File: config.mk
export PLATFORM = sky130hd
export DESIGN_NAME = pipe_hazard_ctrl
export DESIGN_NICKNAME = d
export VERILOG_FILES = /design/src/rtl/pipe_hazard_ctrl.sv
export SDC_FILE = /design/constraint.sdc
export NUM_CORES = 1
export LEC_CHECK = 0
export CAP_MARGIN = 15
export CELL_PAD_IN_SITES_DETAIL_PLACEMENT = 0
export CELL_PAD_IN_SITES_GLOBAL_PLACEMENT = 1
export CORE_UTILIZATION = 46
export DETAILED_ROUTE_END_ITERATION = 8
export DONT_BUFFER_PORTS = 1
export GPL_TIMING_DRIVEN = 0
export PLACE_DENSITY_LB_ADDON = 0.1
export SYNTH_ARGS = -nofsm -noshare
export SYNTH_HDL_FRONTEND = slang
export SYNTH_SLANG_ARGS = --single-unit
File: constraint.sdc
create_clock -name clk_i -period 2.2 [get_ports clk_i]
set_input_delay 0.44 -clock clk_i [delete_from_list [all_inputs] [get_ports clk_i]]
set_output_delay 0.44 -clock clk_i [all_outputs]
set_load 0.005 [all_outputs]
File: src/rtl/pipe_hazard_ctrl.sv
// Pipeline sequencing controller: load-use stall, branch flush,
// data-memory freeze with timeout watchdog, and stall-cycle counter.
module pipe_hazard_ctrl #(
    parameter int unsigned MEM_TIMEOUT = 15,
    parameter int unsigned STALL_CNT_W = 16
) (
    input  logic                   clk_i,
    input  logic                   rst_i,
    input  logic [4:0]             id_rs_addr_i,
    input  logic [4:0]             id_rt_addr_i,
    input  logic                   id_uses_rt_i,
    input  logic                   ex_memread_i,
    input  logic [4:0]             ex_rt_addr_i,
    input  logic                   branch_taken_i,
    input  logic                   mem_req_i,
    input  logic                   mem_ready_i,
    input  logic                   stall_cnt_clr_i,
    output logic                   pc_write_o,
    output logic                   ifid_write_o,
    output logic                   ifid_flush_o,
    output logic                   idex_write_o,
    output logic                   idex_bubble_o,
    output logic                   exmem_write_o,
    output logic                   memwb_bubble_o,
    output logic [STALL_CNT_W-1:0] stall_cnt_o,
    output logic                   mem_timeout_o
);

    typedef enum logic [1:0] {
        RUN,
        MEM_WAIT,
        FAULT
    } state_t;

    localparam logic [7:0] TMO = 8'(MEM_TIMEOUT);

    state_t     state_q;
    state_t     state_d;
    logic [7:0] wait_q;
    logic [7:0] wait_d;
    logic       miss;
    logic       load_use;
    logic       freeze;
    logic       stall;

    assign miss = mem_req_i & ~mem_ready_i;

    assign load_use = ex_memread_i & (ex_rt_addr_i != 5'd0) &
                      ((ex_rt_addr_i == id_rs_addr_i) |
                       (id_uses_rt_i & (ex_rt_addr_i == id_rt_addr_i)));

    always_comb begin
        state_d = state_q;
        wait_d  = wait_q;
        freeze  = 1'b0;
        unique case (state_q)
            RUN: begin
                if (miss) begin
                    freeze  = 1'b1;
                    state_d = MEM_WAIT;
                    wait_d  = 8'd1;
                end
            end
            MEM_WAIT: begin
                // A dropped request counts as completion.
                if (mem_ready_i | ~mem_req_i) begin
                    state_d = RUN;
                end else begin
                    freeze = 1'b1;
                    if (wait_q == TMO) begin
                        state_d = FAULT;
                    end else begin
                        wait_d = wait_q + 8'd1;
                    end
                end
            end
            FAULT: begin
                freeze = 1'b1;
            end
            default: begin
                state_d = RUN;
            end
        endcase
    end

    assign stall = ~freeze & load_use;

    always_comb begin
        pc_write_o     = 1'b1;
        ifid_write_o   = 1'b1;
        ifid_flush_o   = branch_taken_i;
        idex_write_o   = 1'b1;
        idex_bubble_o  = 1'b0;
        exmem_write_o  = 1'b1;
        memwb_bubble_o = 1'b0;
        unique case (1'b1)
            freeze: begin
                pc_write_o     = 1'b0;
                ifid_write_o   = 1'b0;
                ifid_flush_o   = 1'b0;
                idex_write_o   = 1'b0;
                exmem_write_o  = 1'b0;
                memwb_bubble_o = 1'b1;
            end
            stall: begin
                pc_write_o    = 1'b0;
                ifid_write_o  = 1'b0;
                ifid_flush_o  = 1'b0;
                idex_bubble_o = 1'b1;
            end
            default: begin
            end
        endcase
        if (!rst_i) begin
            pc_write_o     = 1'b0;
            ifid_write_o   = 1'b0;
            ifid_flush_o   = 1'b0;
            idex_write_o   = 1'b0;
            idex_bubble_o  = 1'b0;
            exmem_write_o  = 1'b0;
            memwb_bubble_o = 1'b0;
        end
    end

    always_ff @(posedge clk_i or negedge rst_i) begin
        if (!rst_i) begin
            state_q <= RUN;
            wait_q  <= 8'd0;
        end else begin
            state_q <= state_d;
            wait_q  <= wait_d;
        end
    end

    always_ff @(posedge clk_i or negedge rst_i) begin
        if (!rst_i) begin
            stall_cnt_o <= '0;
        end else if (stall_cnt_clr_i) begin
            stall_cnt_o <= '0;
        end else if (!pc_write_o && (stall_cnt_o != '1)) begin
            stall_cnt_o <= stall_cnt_o + 1'b1;
        end
    end

    assign mem_timeout_o = rst_i & (state_q == FAULT);

endmodule
==> out/qor.yml <==
logic_synthesis:
  yosys-top-cells-area: "dfrtp_1 (41%), xnor2_1 (6.0%), a21oi_1 (3.8%), xor2_1 (3.3%), or3_1 (3.1%)"
  avgSynthCellArea_um2: 9.57
  synth-seq-area-share: 0.407
  yosys.area_share.simple: 0.255
  synthArstFlopShare: 1.00
  synth.top_cell.area_share: 0.407
  ys_ff_latch: 26
  synthMuxAreaShare: 0.0204
  synth_compound_area_frac: 0.173
  synth_nets: 192
  synth_edf_count: 0
  yosysTopAreaCell: "dfrtp_1"
  synth_top_family_by_area: "simple AND/OR/NAND/NOR gates"
  synthAdderAreaFrac: 0.0157
  yosys_warnings: 0
  netlist_instances: 167
  yosys.area_share.xor_xnor: 0.0932
  syn_area_um2: 1600
  ys.flop_type: "dfrtp_1"
  ys_types: 43
run_status:
  outcome: "complete, no violations"
setup_path:
  crit_path_end_kind: "output port"
  cpLargestDelayFamily: "simple AND/OR/NAND/NOR gates"
  crit_chain: "or3b_4 -> and3_4 -> a21boi_4 -> buf_6 -> and2_4"
  crit_fanout: 6
  worst-setup-path-type: "reg -> out"
  slowest_delay_ps: 410
  crit_arrival_ps: 1730
  startpoint_type: "register"
  crit_required_ps: 1760
  path_buf_inv: 1
  crit_path_top_delay_cell: "dfrtp_1"
global_route:
  grt_pass1_vias: 1236
  grt_pass1_wl_um: 5420
  grt_max_degree: 27
  grt_usage: 0.197
  antenna_found_initial: 0
  grt_overflow: 0
drt:
  vias_per_cell: 5.91
  dr.first_iter.drc_count: 41
  ant_nets: 0
  post_drt_wl_per_cell_um: 15.5
  firstDrtPassIters: 4
  wl_um: 3480
  drc: 0
  via_count: 1323
layout:
  fin_nets: 204
  final_cells: 224
  final_cell_area_um2: 1790
  areaGrowthSynthToFinish_pct: 11.7
  drive_gt1_frac: 0.180
  final_common_cell: "dfrtp_1"
  mostFrequentLayoutCells: "dfrtp_1 (22), nor2_1 (13), a21oi_1 (12), xnor2_1 (11), nand2_1 (10)"
  diodes: 0
timing:
  slew_headroom: 0.667
  hold_ws_ps: 147
  worstMarginPinSlew_ps: 500
  setup_viol: 0
  slew_viol_final: 0
  fin_setup_tns_ps: 0
  hold_viol_final: 0
  fin_skew_ps: 2.86
  period_share: 0.986
  finalCriticalPeriod_ps: 2170
  fmax_mhz: 461
  rsz0062_at_grt: "true"
floorplan:
  rows: 21
  io_pins: 47
  dieWidth_um: 60.9
  start_util: 0.479
  core_um2: 3340
  dieArea_um2: 3710
  die_h_um: 60.9
placement:
  dpl_cell_area_um2: 1660
  place_congestion: 0.800
  post-dp-hpwl_um: 2460
  portBuffers: 0
  dpl.cell_count: 213
power:
  finalPower_uw: 983
  vdd_drop_max_uv: 247
  p_leak_uw: 0.000707
  power_per_cell_area_nw_per_um2: 550
clock_tree:
  cts_root_buffer: "clkbuf_4"
  cts_sinks: 26
  clk_latency_ps: 320
  clk_pin_slew_ps: 150
  clock_path_buffers: 2
  cts_buffers: 3
  htree_levels: 1
  cts_tree: "built"
hold_path:
  min_path_type: "in -> reg"
run:
  max-cap-violations: 0
## path summary, 6_finish.rpt
check / start / cells after the start / to / slack [ps]
max: state_q[1] / 5 / ifid_flush_o / 30
max reg2reg: state_q[1] / 6 / stall_cnt_o[12] / 50
min in group asynchronous: rst_i / 2 / stall_cnt_o[14] / 530
min: stall_cnt_clr_i / 1 / stall_cnt_o[3] / 150
min reg2reg: wait_q[7] / 2 / wait_q[7] / 570
max in group asynchronous: rst_i / 2 / stall_cnt_o[2] / 1510
## registers in the layout (all words and copies together), names as in the netlist
name / flops
stall_cnt_o: 16
state_q: 2
wait_q: 8
## worst reg2reg max path, stage by stage, from the launching register on
cell and delay, ps:
dfrtp_1 410, or3b_4 370, and3_4 200, a21boi_4 140, buf_4 150, nor4b_1 400
mux2_2 380
## through the flow
step	setup WS, ps	utilization
floorplan	102	-
global placement	-37.1	0.496
detailed placement	-31.4	0.496
CTS	7.84	0.530
global route	-41.7	0.535
finish	30.1	0.535
## power breakdown
part           internal, uW  switching, uW
Clock                   184            151
Sequential              494           24.9
Combinational          64.4           64.5
Total                   743            240
## routing by layer
layer | global-route usage | routed length (um)
met2 | 0.336 | 1680
met3 | 0.0320 | 174
met1 | 0.259 | 1610
met5 | 0 | 0
met4 | 0.0584 | 19
## cell type report
class                           instances  area, um2
Buffer                                  5       37.5
Tap cell                               46       57.6
Timing Repair Buffer                    7       65.1
Fill cell                             338       1550
Multi-Input combinational cell        131        898
Sequential cell                        26        656
Clock inverter                          1       30.0
Clock buffer                            3       22.5
Inverter                                5       18.8
## cell usage after synthesis, types with 2 or more instances
master and number:
nand3_1 6, o31ai_1 2, nor2b_1 2, or4_1 4, o21ai_0 9, dfrtp_1 26
buf_4 3, xnor2_1 11, nand4_1 7, nand2_1 10, xor2_1 6, a22o_1 2
ha_1 2, o21a_1 3, a21oi_1 12, nor2_1 13, and4_1 3, nor3_1 2
and2_1 3, inv_1 5, mux2_2 2, or3_1 8, and3_1 6
## cell families after synthesis
family | Yosys count
AOI/OAI and AO/OA | 38
xor gates and xnor gates | 17
adders and majority gates | 2
buffers and inverters | 10
DFF | 26
muxes | 3
and+or+nand+nor | 71
## timing repair
action                                 CTS  global route
buffers inserted                         3             1
endpoints found under the hold margin   26             0
resized for setup                        2             6
hold buffers                             2             0
pin swaps                                2             3
cloned                                   1             0
setup endpoints to repair                7            15
No activity file was read; power rests on OpenSTA's default activity.
